**config.mk**
```make
export PLATFORM = sky130hd
export DESIGN_NAME = fram_arbiter
export DESIGN_NICKNAME = d
export VERILOG_FILES = /design/src/rtl/fram_arbiter.sv
export SDC_FILE = /design/constraint.sdc
export NUM_CORES = 1
export LEC_CHECK = 0
export CORE_MARGIN = 2
export CORE_UTILIZATION = 42
export DETAILED_ROUTE_END_ITERATION = 10
export PLACE_DENSITY = 0.87
export SETUP_SLACK_MARGIN = 0.2
export SLEW_MARGIN = 20
export SYNTH_ARGS = -nofsm -noshare
export SYNTH_HDL_FRONTEND = slang
export SYNTH_SLANG_ARGS = --single-unit
export TNS_END_PERCENT = 10
```
**constraint.sdc**
```tcl
create_clock -name clk -period 2 [get_ports clk]
set_clock_uncertainty 0.1 [all_clocks]
set_input_delay 0.3 -clock clk [delete_from_list [all_inputs] [get_ports clk]]
set_output_delay 0.3 -clock clk [all_outputs]
set_load 0.01 [all_outputs]
```
**src/rtl/fram_arbiter.sv**
```systemverilog
// Two-port round-robin arbiter and sequencer for the shared SPI FRAM interface.
// Port 0 is the SUBLEQ core and port 1 is the loader/debug path. Hung transfers are aborted and drained.
module fram_arbiter #(
  parameter int ADDR_W  = 16,
  parameter int DATA_W  = 16,
  parameter int TIMEOUT = 1023
) (
  input  logic              clk,
  input  logic              rst_n,
  input  logic              p0_req,
  input  logic              p0_we,
  input  logic [ADDR_W-1:0] p0_addr,
  input  logic [DATA_W-1:0] p0_wdata,
  output logic              p0_done,
  output logic              p0_err,
  output logic [DATA_W-1:0] p0_rdata,
  input  logic              p1_req,
  input  logic              p1_we,
  input  logic [ADDR_W-1:0] p1_addr,
  input  logic [DATA_W-1:0] p1_wdata,
  output logic              p1_done,
  output logic              p1_err,
  output logic [DATA_W-1:0] p1_rdata,
  output logic              mem_start,
  output logic              mem_we,
  output logic [ADDR_W-1:0] mem_addr,
  output logic [DATA_W-1:0] mem_wdata,
  input  logic              mem_done,
  input  logic [DATA_W-1:0] mem_rdata,
  output logic              busy,
  output logic              grant,
  output logic [2:0]        dbg_state
);

  // Handshake: a port holds req (with we/addr/wdata stable) until it sees its
  // one-cycle done pulse; req still high after done counts as a new request.
  // The FRAM side gets a one-cycle mem_start and answers with a one-cycle mem_done.

  localparam int CNT_W = $clog2(TIMEOUT + 1);
  localparam logic [CNT_W-1:0] CNT_LAST = CNT_W'(TIMEOUT - 1);

  typedef enum logic [2:0] {
    IDLE  = 3'd0,
    START = 3'd1,
    WAIT  = 3'd2,
    DONE  = 3'd3,
    DRAIN = 3'd4
  } state_t;

  state_t             state_q, state_d;
  logic               last_q, last_d;
  logic               drain_q, drain_d;
  logic [CNT_W-1:0]   cnt_q, cnt_d;
  logic               cnt_hit;
  logic               win;
  logic               to_err;

  logic               mem_start_d, mem_we_d, busy_d, grant_d;
  logic [ADDR_W-1:0]  mem_addr_d;
  logic [DATA_W-1:0]  mem_wdata_d, p0_rdata_d, p1_rdata_d;
  logic               p0_done_d, p1_done_d, p0_err_d, p1_err_d;

  assign cnt_hit   = (cnt_q == CNT_LAST);
  // On a tie the port that did not win last time gets the bus.
  assign win       = (p0_req && p1_req) ? ~last_q : p1_req;
  assign dbg_state = state_q;

  always_ff @(posedge clk) begin
    if (!rst_n) begin
      state_q   <= IDLE;
      last_q    <= 1'b1;
      drain_q   <= 1'b0;
      cnt_q     <= '0;
      mem_start <= 1'b0;
      mem_we    <= 1'b0;
      mem_addr  <= '0;
      mem_wdata <= '0;
      p0_done   <= 1'b0;
      p1_done   <= 1'b0;
      p0_err    <= 1'b0;
      p1_err    <= 1'b0;
      p0_rdata  <= '0;
      p1_rdata  <= '0;
      busy      <= 1'b0;
      grant     <= 1'b0;
    end else begin
      state_q   <= state_d;
      last_q    <= last_d;
      drain_q   <= drain_d;
      cnt_q     <= cnt_d;
      mem_start <= mem_start_d;
      mem_we    <= mem_we_d;
      mem_addr  <= mem_addr_d;
      mem_wdata <= mem_wdata_d;
      p0_done   <= p0_done_d;
      p1_done   <= p1_done_d;
      p0_err    <= p0_err_d;
      p1_err    <= p1_err_d;
      p0_rdata  <= p0_rdata_d;
      p1_rdata  <= p1_rdata_d;
      busy      <= busy_d;
      grant     <= grant_d;
    end
  end

  always_comb begin
    state_d = state_q;
    unique case (state_q)
      IDLE:    if (p0_req || p1_req) state_d = START;
      START:   state_d = WAIT;
      WAIT:    if (mem_done || cnt_hit) state_d = DONE;
      DONE:    state_d = drain_q ? DRAIN : IDLE;
      DRAIN:   if (mem_done || cnt_hit) state_d = IDLE;
      default: state_d = IDLE;
    endcase
  end

  always_comb begin
    mem_we_d    = mem_we;
    mem_addr_d  = mem_addr;
    mem_wdata_d = mem_wdata;
    grant_d     = grant;
    last_d      = last_q;
    p0_rdata_d  = p0_rdata;
    p1_rdata_d  = p1_rdata;
    cnt_d       = cnt_q;
    drain_d     = drain_q;
    to_err      = 1'b0;
    unique case (state_q)
      IDLE: begin
        if (state_d == START) begin
          grant_d     = win;
          last_d      = win;
          mem_we_d    = win ? p1_we    : p0_we;
          mem_addr_d  = win ? p1_addr  : p0_addr;
          mem_wdata_d = win ? p1_wdata : p0_wdata;
        end
      end
      START: cnt_d = '0;
      WAIT: begin
        cnt_d = cnt_q + CNT_W'(1);
        // A completion in the last WAIT cycle still counts as success.
        if (mem_done) begin
          if (!mem_we) begin
            if (grant) p1_rdata_d = mem_rdata;
            else       p0_rdata_d = mem_rdata;
          end
        end else if (cnt_hit) begin
          to_err  = 1'b1;
          drain_d = 1'b1;
        end
      end
      DONE: begin
        if (drain_q) begin
          cnt_d   = '0;
          drain_d = 1'b0;
        end
      end
      DRAIN: cnt_d = cnt_q + CNT_W'(1);
      default: ;
    endcase
    mem_start_d = (state_d == START);
    busy_d      = (state_d != IDLE);
    p0_done_d   = (state_q == WAIT) && (state_d == DONE) && !grant;
    p1_done_d   = (state_q == WAIT) && (state_d == DONE) &&  grant;
    p0_err_d    = to_err && !grant;
    p1_err_d    = to_err &&  grant;
  end

endmodule
```
# Yosys cells after proc, flatten, opt, wreduce, memory -nomap -nowiden
# Index checks and enable logic that the tools add are counted.
[classes] n_eq_ne=10 n_addsub=1 mux=17 bitwise_logic=3 reduce_logical=19
[ops] cell="$mux 16" n=2
[ops] cell="$pmux 10 s3" n=1
[ops] cell="$pmux 3 s5" n=1
[ops] cell="$mux 3" n=4
[ops] cell="$add 10x1->10 const B" n=1
[ops] cell="$eq 10x10->1 const B" n=1
[ops] cell="$mux 10" n=1
[ops] cell="$eq 3x2->1 const B" n=3
[ops] cell="$reduce_and 4->1" n=2
[ops] cell="$mux 1" n=7
[ops] cell="$eq 3x1->1 const B" n=2
[ops] cell="$logic_and 1x1->1" n=6
[ops] cell="$ne 2x2->1 const B" n=3
[ops] cell="$reduce_bool 3->1" n=2
[ops] cell="$reduce_and 2->1" n=2
[ops] cell="$eq 3x3->1 const B" n=1
[ops] cell="$logic_not 3->1" n=1
[ops] cell="$not 1->1" n=3
[ops] cell="$reduce_and 3->1" n=1
[ops] cell="$logic_or 1x1->1" n=2
[ops] cell="$pmux 1 s2" n=1
[ops] cell="$reduce_bool 2->1" n=1
[ops] cell="$reduce_or 2->1" n=1
[ops] cell="$logic_not 1->1" n=1
[totals] register_bits=87 out_inout_bits=75 inputBits=87 word_cells=66

# Logic depth before layout (Yosys ltp)
[depth] depth_word=7 mapped_depth=7 ltp_nobuf=6

# Least setup slack after synthesis
# OpenSTA, ideal clock, no wires.
[synth_timing] path_kind="reg-to-reg" start="register state_q[0] (netlist: dbg_state[0])" end="register p0_rdata[10]" arrival_time_ps=1448 n_path_buf=3 path_stages_with_launch=8 path_slack_ps=324 period_less_slack_ps=1676 t_required_ps=1772 setup_ps=128 path_cell_list="dfxtp_1 -> buf_6 -> nor3b_4 -> and4bb_1 -> buf_6 -> buf_12 -> mux2i_1 -> nor2_1"
[synth_between] elab_chain_len=2
[synth_rtl] item="from (decl)" line="50" rtl="state_t state_q, state_d;"
[synth_rtl] item="from (signal assigned)" line="87" rtl="state_q <= state_d;"
[synth_rtl] item="$eq 3x2->1" line="129" rtl="unique case (state_q)"
[synth_rtl] item="$reduce_and 4->1 (no source line)"
[synth_rtl] item="to (signal assigned)" line="99" rtl="p0_rdata <= p0_rdata_d;"
[synth_rtl] item="to (decl)" line="16" rtl="output logic [DATA_W-1:0] p0_rdata,"
# No other way between the ends.
# A chain may end at the register's enable or synchronous reset.

# Final worst setup path
[layout_timing] start="register state_q[0] (netlist: dbg_state[0])" end="output dbg_state[0]"
[layout_lines] item="to (decl)" line="32" rtl="output logic [2:0] dbg_state"
# No word-level cell between the ends.

==> qor.yml <==
min_path_type: "flop to flop"
yosys.cell_types.count: 45
die_h_um: 97.3
instances_no_fill: 643
grt_remaining_overflow: 0
ctsResizeCount: 4
synth-seq-cells: 87
ys_warn_count: 0
status: "finished, final reports clean"
wl_um: 9680
place_area_mm2: 0.00544
busiest_layer: "met2"
place_ws_ns: 0.120
dieArea_mm2: 0.00946
crit_arrival_ns: 1.45
mostFrequentLayoutCells: "161 x clkdlybuf4s50_1, 84 x dfxtp_1, 73 x nor2_1, 65 x mux2i_1, 33 x a211oi_1"
comb_power_share: 0.271
crit_required_ns: 1.60
grt_use_met3: 0.0683
worstSetupPathType: "flop to primary output"
end_kind: "primary output"
cp.depth: 2
maxSlewHeadroom: 0.741
layout.cells.most_common: "clkdlybuf4s50_1"
wl_per_cell_um: 15.1
ant_nets: 0
final-setup-viol-count: 0
endpoint: "dbg_state[0]"
cts-buffers-inserted: 9
grt_pass1_vias: 3403
sequentialPowerShare: 0.433
worstSkewPairLatency_ns: 0.35
clkPwrFrac: 0.296
syn_area_mm2: 0.00365
grt_first_pass_wirelength_um: 16200
rr_worst_depth: 5
dp.cells: 627
worstPathCellList: "buf_4 -> clkdlybuf4s50_1"
met1_usage: 0.234
leakage_nw: 2.19
hold_viol_final: 0
cp_slowest_cell: "clkdlybuf4s50_1"
clkSinkCount: 87
cp_max_fo: 9
crit_buf_inv: 2
core_mm2: 0.00859
start_kind: "flop"
synth_area_leaders: "dfxtp_1 48%, mux2i_1 18%, nor2_1 7.5%, a211oi_1 6.8%, a21oi_1 1.4%"
ir_drop_mv: 0.491
slowest_delay_ns: 0.53
num_rows: 34
powerDensity_mw_per_mm2: 822
cap_violations: 0
postSynthAreaPerCell_um2: 9.90
max_freq_ghz: 0.542
htree_levels: 3
grt.total_usage: 0.209
setup_ws_ns: 0.155
port-buffer-count: 161
final_cell_area_mm2: 0.00569
antenna_found_initial: 0
grt_use_met2: 0.373
finalCritPeriodShare: 0.923
p_int_mw: 3.36
regToRegEndpoint: "mem_addr[14]$_SDFFE_PN0P_"
drc: 0
hold_slack_ns: 0.395
syn_inst: 369
initial_core_util: 0.425
drt_iter0_drc: 80
num-nets-final: 619
gp_congestion: 0.826
cts-root-buf: "clkbuf_8"
syn-num-nets: 458
reg2reg_from: "dbg_state[1]$_SDFF_PN0_"
syn_to_final_growth_pct: 55.6
post-route-util: 0.662
hpwlAfterDp_um: 7440
fin_setup_tns_ns: 0
power_mw: 4.68
clkSlewWorstSetupHoldPaths_ns: 0.09
yosysSeqAreaShare: 0.477
drive_gt1_frac: 0.0879
startpoint: "dbg_state[0]$_SDFF_PN0_"
die_w_um: 97.3
p_sw_mw: 1.32
maxSlewViolCount: 0
r2r_setup_slack_ns: 0.25
tritoncts: "done"
post_cts_buffers: 0
finalCriticalPeriod_ns: 1.85
vias: 3314
crit_family: "buffers and inverters"
worst_slew_pin_slew_ns: 0.386
yosys.area.top_type: "dfxtp_1"
n_antenna_cell: 0
postCtsHoldBufs: 0
rsz0062_at_grt: "true"
synth_top_area_frac: 0.477
first_pass_iters: 4
p_sw_frac: 0.281
io_pins: 162
grt_max_degree: 49
viasPerCell: 5.15
clock_path_buffers: 2
[cells in the mapped netlist, drive strengths merged]
cell type and n:
a211oi 33, a21oi 10, a21boi 1, nand4 4
nor4 1, o21ai 7, and4 1, nor2 74
nor2b 2, o21a 3, dfxtp 87, o31ai 4
nand3b 1, nand4b 1, xnor2 3, xor2 1
or2 1, mux2i 65, nor3b 1, buf 18
or4b 1, clkbuf 8, inv 5, nand2b 2
and4bb 1, nand2 12, ha 2, or3 2
nand3 7, or4 6, o31a 1, nor3 3
o211ai 1
[worst reg2reg max path, stage by stage (launching register included)]
cell and delay [ns]:
dfxtp_2 0.38, or3_4 0.45, nor2_4 0.19, buf_12 0.23
nor2_1 0.08, a211oi_1 0.23
[layout make-up]
cell class | instances | area [um2]
fillers | 671 | 2910
repair buffers | 176 | 1810
flip-flops and latches | 87 | 1750
multi-input cells | 251 | 1740
clock buffers | 10 | 138
well taps | 108 | 135
clock inverters | 6 | 92.6
inverters | 5 | 18.8
[cells by family (layout without fill, tap and decap cells)]
group           after synthesis  after routing  synth area share
mux                          65             65             0.178
buf+inv                      31            197            0.0513
simple gates                120            120             0.164
compound gates               60             60             0.113
fa+ha+maj                     2              2           0.00685
flops                        87             87             0.477
xor+xnor                      4              4           0.00959
[how the worst min path moves through the flow]
stage / from / to / cells after the start
5_1_grt: p1_rdata[3]$_SDFFE_PN0P_ / p1_rdata[3]$_SDFFE_PN0P_ / 2
3_3_place_gp: cnt_q[9]$_SDFFE_PN0P_ / cnt_q[9]$_SDFFE_PN0P_ / 2
3_5_place_dp: p1_rdata[6]$_SDFFE_PN0P_ / p1_rdata[6]$_SDFFE_PN0P_ / 2
4_1_cts: cnt_q[9]$_SDFFE_PN0P_ / cnt_q[9]$_SDFFE_PN0P_ / 2
2_1_floorplan: mem_rdata[0] / p1_rdata[0]$_SDFFE_PN0P_ / 2
6_report: cnt_q[9]$_SDFFE_PN0P_ / cnt_q[9]$_SDFFE_PN0P_ / 2
[power groups by stage]
stage               combinational [mW]  clock, mW  sequential, mW
finish                            1.27       1.38            2.03
detailed placement                1.27          0            2.06
floorplan                        0.570          0            2.11
global placement                  1.24          0            2.06
global route                      1.37       1.48            2.05
CTS                               1.28       1.42            2.03
[metal layers]
metal / wire length [um] / vias to the layer above
met4: 189 / 0
met3: 856 / 17
met1: 3660 / 1529
met2: 4980 / 135
met5: 0 / -
li1: - / 1633
[sequential cells by signal, indices dropped and copies added, names as in the netlist]
| register | cells |
|---|---|
| p0_err | 1 |
| mem_wdata | 16 |
| p0_done | 1 |
| mem_we | 1 |
| mem_start | 1 |
| dbg_state | 3 |
| drain_q | 1 |
| cnt_q | 10 |
| p1_rdata | 16 |
| p1_done | 1 |
| grant | 1 |
| last_q | 1 |
| busy | 1 |
| mem_addr | 16 |
| p0_rdata | 16 |
| p1_err | 1 |
Note: power is estimated with default switching activity, not from simulation.
